## config.mk

```make
export PLATFORM = sky130hd
export DESIGN_NAME = usrt_rx_deserializer_flat
export DESIGN_NICKNAME = d
export VERILOG_FILES = /design/src/rtl/usrt_pkg.sv /design/src/rtl/usrt_rx_deserializer_if.sv /design/src/rtl/usrt_sync.sv /design/src/rtl/usrt_rx_deserializer.sv /design/src/flat_wrapper.sv
export SDC_FILE = /design/constraint.sdc
export NUM_CORES = 1
export LEC_CHECK = 0
export CORE_MARGIN = 4
export CORE_UTILIZATION = 57
export DETAILED_ROUTE_END_ITERATION = 16
export GPL_TIMING_DRIVEN = 0
export PLACE_DENSITY_LB_ADDON = 0.08
export SYNTH_ARGS = -nofsm -noshare
export SYNTH_HDL_FRONTEND = slang
export SYNTH_HIERARCHICAL = 1
export SYNTH_SLANG_ARGS = --single-unit
export TNS_END_PERCENT = 20
```

## constraint.sdc

```tcl
create_clock -name i_Pclk -period 3.4 [get_ports i_Pclk]
set_input_delay 0.68 -clock i_Pclk [delete_from_list [all_inputs] [get_ports i_Pclk]]
set_output_delay 0.68 -clock i_Pclk [all_outputs]
set_load 0.02 [all_outputs]
```

## src/rtl/usrt_pkg.sv

```systemverilog
// Shared USRT definitions: parity modes, frame geometry and receive FSM encoding.
package usrt_pkg;

   localparam int FRAME_W   = 11;
   localparam int DATA_W    = 8;

   localparam int START_IDX = 10;
   localparam int DATA_MSB  = 9;
   localparam int DATA_LSB  = 2;
   localparam int PAR_IDX   = 1;
   localparam int STOP_IDX  = 0;

   localparam logic [1:0] PAR_NONE = 2'b00;
   localparam logic [1:0] PAR_EVEN = 2'b01;
   localparam logic [1:0] PAR_ODD  = 2'b10;

   typedef enum logic [2:0] {
      ST_IDLE      = 3'd0,
      ST_DATA      = 3'd1,
      ST_PARITY    = 3'd2,
      ST_STOP      = 3'd3,
      ST_WAIT_IDLE = 3'd4
   } rx_state_t;

   // 2'b11 decodes as "no parity", same as 2'b00.
   function automatic logic has_parity(input logic [1:0] mode);
      return (mode == PAR_EVEN) || (mode == PAR_ODD);
   endfunction

endpackage

```

## src/rtl/usrt_rx_deserializer_if.sv

```systemverilog
// Serial-in / frame-out bundle between the line driver and the receive deserializer.
interface usrt_rx_deserializer_if;
   import usrt_pkg::*;

   logic               i_Rx;
   logic [1:0]         i_Parity;
   logic [FRAME_W-1:0] o_Frame;
   logic               o_Valid;
   logic               o_FrameErr;
   logic               o_Busy;

   modport master (output i_Rx, i_Parity, input o_Frame, o_Valid, o_FrameErr, o_Busy);
   modport slave  (input i_Rx, i_Parity, output o_Frame, o_Valid, o_FrameErr, o_Busy);

endinterface

```

## src/rtl/usrt_sync.sv

```systemverilog
// Flop chain on the raw serial pin; resets to the idle-high line level.
module usrt_sync #(
   parameter int STAGES = 2
) (
   input  logic i_Pclk,
   input  logic i_Rst,
   input  logic i_D,
   output logic o_Q
);

   logic [STAGES-1:0] ff_q;

   always_ff @(posedge i_Pclk or posedge i_Rst) begin
      if (i_Rst) begin
         ff_q <= '1;
      end else begin
         ff_q[0] <= i_D;
         for (int i = 1; i < STAGES; i++) ff_q[i] <= ff_q[i-1];
      end
   end

   assign o_Q = ff_q[STAGES-1];

endmodule

```

## src/rtl/usrt_rx_deserializer.sv

```systemverilog
// USRT receive front end: detects the start bit, shifts in one character and
// presents it as an 11-bit frame word with a one-cycle valid strobe.
module usrt_rx_deserializer
   import usrt_pkg::*;
#(
   parameter int SYNC_STAGES = 0
) (
   input logic                  i_Pclk,
   input logic                  i_Rst,
   usrt_rx_deserializer_if.slave bus
);

   localparam logic [2:0] LAST_BIT = 3'(DATA_W - 1);

   logic                     rx_s;
   rx_state_t                state_q, state_d;
   logic [2:0]               cnt_q;
   logic [1:0]               mode_q;
   logic [START_IDX:PAR_IDX] shreg_q;
   logic [FRAME_W-1:0]       frame_q;
   logic                     valid_q;
   logic                     ferr_q;

   generate
      if (SYNC_STAGES == 0) begin : g_nosync
         assign rx_s = bus.i_Rx;
      end else begin : g_sync
         usrt_sync #(.STAGES(SYNC_STAGES)) u_sync (
            .i_Pclk (i_Pclk),
            .i_Rst  (i_Rst),
            .i_D    (bus.i_Rx),
            .o_Q    (rx_s)
         );
      end
   endgenerate

   always_ff @(posedge i_Pclk or posedge i_Rst) begin
      if (i_Rst) state_q <= ST_IDLE;
      else       state_q <= state_d;
   end

   always_comb begin
      // NOTE: default first so every path assigns state_d and no latch is inferred.
      state_d = state_q;
      case (state_q)
         ST_IDLE:      if (!rx_s) state_d = ST_DATA;
         ST_DATA:      if (cnt_q == LAST_BIT) state_d = has_parity(mode_q) ? ST_PARITY : ST_STOP;
         ST_PARITY:    state_d = ST_STOP;
         ST_STOP:      state_d = rx_s ? ST_IDLE : ST_WAIT_IDLE;
         ST_WAIT_IDLE: if (rx_s) state_d = ST_IDLE;
         default:      state_d = ST_IDLE;
      endcase
   end

   always_ff @(posedge i_Pclk or posedge i_Rst) begin
      if (i_Rst) begin
         cnt_q   <= '0;
         mode_q  <= PAR_NONE;
         shreg_q <= '1;
         frame_q <= '1;
         valid_q <= 1'b0;
         ferr_q  <= 1'b0;
      end else begin
         // NOTE: non-blocking so every register here samples pre-edge values.
         valid_q <= 1'b0;
         case (state_q)
            ST_IDLE: begin
               if (!rx_s) begin
                  shreg_q[START_IDX] <= 1'b0;
                  cnt_q              <= '0;
                  mode_q             <= bus.i_Parity;
               end
            end
            ST_DATA: begin
               shreg_q[DATA_MSB:DATA_LSB] <= {shreg_q[DATA_MSB-1:DATA_LSB], rx_s};
               cnt_q                      <= cnt_q + 3'd1;
               if (cnt_q == LAST_BIT && !has_parity(mode_q)) shreg_q[PAR_IDX] <= 1'b0;
            end
            ST_PARITY: shreg_q[PAR_IDX] <= rx_s;
            ST_STOP: begin
               frame_q <= {shreg_q, rx_s};
               valid_q <= 1'b1;
               ferr_q  <= ~rx_s;
            end
            default: ;
         endcase
      end
   end

   assign bus.o_Frame    = frame_q;
   assign bus.o_Valid    = valid_q;
   assign bus.o_FrameErr = ferr_q;
   assign bus.o_Busy     = (state_q != ST_IDLE);

endmodule

```

## src/flat_wrapper.sv

```systemverilog
// flat-port wrapper written by rule: the top's interface ports become plain ports
module usrt_rx_deserializer_flat import usrt_pkg::*;
#(
   parameter int SYNC_STAGES = 0
)
  (i_Pclk, i_Rst, bus_i_Rx, bus_i_Parity, bus_o_Frame, bus_o_Valid, bus_o_FrameErr, bus_o_Busy);
  usrt_rx_deserializer_if bus_i ();
  input logic i_Pclk;
  input logic i_Rst;
  input wire logic [$bits(bus_i.i_Rx)-1:0] bus_i_Rx;
  input wire logic [$bits(bus_i.i_Parity)-1:0] bus_i_Parity;
  output wire logic [$bits(bus_i.o_Frame)-1:0] bus_o_Frame;
  output wire logic [$bits(bus_i.o_Valid)-1:0] bus_o_Valid;
  output wire logic [$bits(bus_i.o_FrameErr)-1:0] bus_o_FrameErr;
  output wire logic [$bits(bus_i.o_Busy)-1:0] bus_o_Busy;
  assign bus_i.i_Rx = bus_i_Rx;
  assign bus_i.i_Parity = bus_i_Parity;
  assign bus_o_Frame = bus_i.o_Frame;
  assign bus_o_Valid = bus_i.o_Valid;
  assign bus_o_FrameErr = bus_i.o_FrameErr;
  assign bus_o_Busy = bus_i.o_Busy;
  usrt_rx_deserializer #(.SYNC_STAGES(SYNC_STAGES)) u_core (.i_Pclk(i_Pclk), .i_Rst(i_Rst), .bus(bus_i));
endmodule
```

==> results.json <==
{
  "syn_nets": 115,
  "post_cts_buffers": 0,
  "synth_compound_area_frac": 0.0294,
  "synth_seq_area_share": 0.590,
  "p_total_mw": 1.60,
  "hold_end": "u_core/shreg_q[4]",
  "ios": 19,
  "area_delta_synth_final_pct": 20.2,
  "start_kind": "flop",
  "rsz0062_at_grt": "false",
  "core-area_sq_mm": 0.00223,
  "die_area_sq_mm": 0.00323,
  "cp.required_ps": 2720,
  "dieWidth_microns": 56.8,
  "layout.cells.non_filler": 162,
  "rrSetupSlack_ps": 1970,
  "p_per_area_mw_per_mm2": 979,
  "cts_max_level": 2,
  "routedWlPerCell_microns": 13.1,
  "fin_area_sq_mm": 0.00164,
  "final_cell_mix": "nand2_1 (31), dfstp_2 (21), clkdlybuf4s50_1 (18)",
  "first_global_vias": 906,
  "status": "complete, no violations",
  "synth_top_family_by_area": "simple AND/OR/NAND/NOR gates",
  "clock-sinks": 31,
  "clk_root_buffer_cell": "clkbuf_4",
  "p_leak_nw": 0.745,
  "peakVddDrop_mv": 0.581,
  "grt_antenna_before_repair": 0,
  "highest_layer": "met4",
  "setup_ws_ps": 910,
  "crit_path_max_fanout": 10,
  "antenna_cells": 0,
  "synthAdderAreaFrac": 0.0184,
  "grt-ovfl-total": 0,
  "nets": 140,
  "worst_slew_margin_rel": 0.257,
  "worstSkewPairLatency_ps": 330,
  "r2r_cells": 3,
  "critPathKind": "flop to primary output",
  "r2r-start": "u_core/state_q[1]",
  "fin_setup_tns_ps": 0,
  "die_h_microns": 56.8,
  "synth_area_sq_mm": 0.00136,
  "whs_path_depth": 2,
  "met1_length_microns": 907,
  "hold_viol_final": 0,
  "maxCapViolations": 0,
  "placed_area_sq_mm": 0.00158,
  "grt_usage": 0.161,
  "final_util": 0.732,
  "wl_met3_microns": 122,
  "cts_tree": "built",
  "portBuffers": 18,
  "fin_skew_ps": 10.5,
  "min_period_ps": 2490,
  "drt_iter0_drc": 18,
  "hold_ws_ps": 461,
  "yosys.area_share.simple": 0.176,
  "period_share": 0.732,
  "syn_area_per_cell_sq_um": 12.6,
  "worstMarginPinSlew_ps": 1110,
  "drive_gt1_frac": 0.381,
  "crit_arrival_ps": 1810,
  "synth.mux.area_fraction": 0.140,
  "path_clk_slew_ps": 90,
  "ys_seq_elements": 31,
  "synth-warning-count": 6,
  "cts_made_buffers": 5,
  "vias": 818,
  "reg2reg_to": "u_core/mode_q[1]",
  "dpl.cell_count": 154,
  "initial_core_util": 0.609,
  "timing.fmax_mhz": 402,
  "synthDistinctLibCells": 26,
  "cts_hold_buf": 0,
  "finalSetupViolCount": 0,
  "place_ws_ps": 1150,
  "grt_start_max_net_pins": 32,
  "route.detailed.drc": 0,
  "placement_rows": 17,
  "drv_slew": 0,
  "min-delay-start": "u_core/shreg_q[3]",
  "cts_buffer_depth": 2,
  "synth-xor-area-share": 0.00644,
  "route.met2.wl_microns": 1050,
  "cts_resized": 0,
  "ant_nets": 0,
  "drt-vias-per-instance": 5.05,
  "final_common_cell": "nand2_1",
  "grt_pass1_wl_microns": 3880,
  "dp_hpwl_microns": 1490,
  "gp_congestion": 0.763,
  "drt_wl_total_microns": 2130,
  "hold_class": "flop to flop",
  "nFillCells": 155,
  "worstSetupEndpointType": "primary output",
  "dr.pass1.iters": 4,
  "postSynthCellCount": 108
}
-- Yosys cell counts --
cell type | count | area [sq um]
nor3b_4 | 1 | 18.8
a21oi_1 | 2 | 10.0
o21ai_0 | 3 | 15.0
a2111oi_0 | 1 | 8.76
mux2i_1 | 1 | 10.0
buf_6 | 2 | 22.5
nand2b_1 | 1 | 6.26
or3_1 | 1 | 6.26
buf_2 | 2 | 10.0
or3b_1 | 1 | 8.76
inv_1 | 2 | 7.51
dfrtp_1 | 10 | 250
nand3b_1 | 1 | 7.51
buf_4 | 2 | 15.0
mux2_2 | 8 | 90.1
ha_1 | 2 | 25.0
xnor2_1 | 1 | 8.76
nor2_1 | 3 | 11.3
nor4_4 | 1 | 21.3
and2b_1 | 1 | 7.51
dfstp_2 | 21 | 552
nand2_1 | 31 | 116
nor3b_1 | 2 | 15.0
a31oi_1 | 1 | 6.26
mux2_4 | 6 | 90.1
nand3b_4 | 1 | 20.0
-- where the power goes --
group	leakage, nW	switching [mW]	internal [mW]	total, mW
registers	0.342	0.0889	0.596	0.685
clock network	0.0353	0.119	0.100	0.219
logic	0.367	0.341	0.358	0.698
total	0.745	0.548	1.05	1.60
-- worst max-delay path, stage by stage, from the launching register on --
cell and delay (ps):
dfrtp_1 430, buf_6 160, or3_1 360, clkdlybuf4s50_1 540
-- cell type report --
type	instances	area (sq um)	share of cell area
flip-flops and latches	31	802	0.490
multi-input cells	69	503	0.308
repair buffers	18	180	0.110
clock buffers	7	55.1	0.0337
plain buffers	6	47.5	0.0291
well taps	28	35.0	0.0214
inverters	2	7.51	0.00459
clock inverters	1	5.00	0.00306
-- sequential cells by signal, summed over array words and instances (netlist names) --
register               count
u_core/shreg_q            10
u_core/mode_q              2
u_core/cnt_q               3
u_core/bus.o_Frame        11
u_core/state_q             3
u_core/bus.o_Valid         1
u_core/bus.o_FrameErr      1
-- metal layers --
metal  vias up  global-route usage
met2        16               0.281
met5         -                   0
li1        408                   -
met1       387               0.167
met4         0              0.0695
met3         7              0.0690
-- cells by family after synthesis --
family / Yosys count
simple gates: 44
xor+xnor: 1
flops: 31
buf+inv: 8
compound gates: 7
fa+ha+maj: 2
mux: 15
-- worst max path at each step --
stage,start,end,cells after the start
2_1_floorplan,u_core/state_q[0],bus_o_Busy,2
3_3_place_gp,bus_i_Rx,u_core/mode_q[1],3
3_5_place_dp,bus_i_Rx,u_core/mode_q[1],3
4_1_cts,u_core/state_q[0],bus_o_Busy,3
5_1_grt,u_core/state_q[0],bus_o_Busy,3
6_report,u_core/state_q[0],bus_o_Busy,3
(Power assumes the default switching activity.)
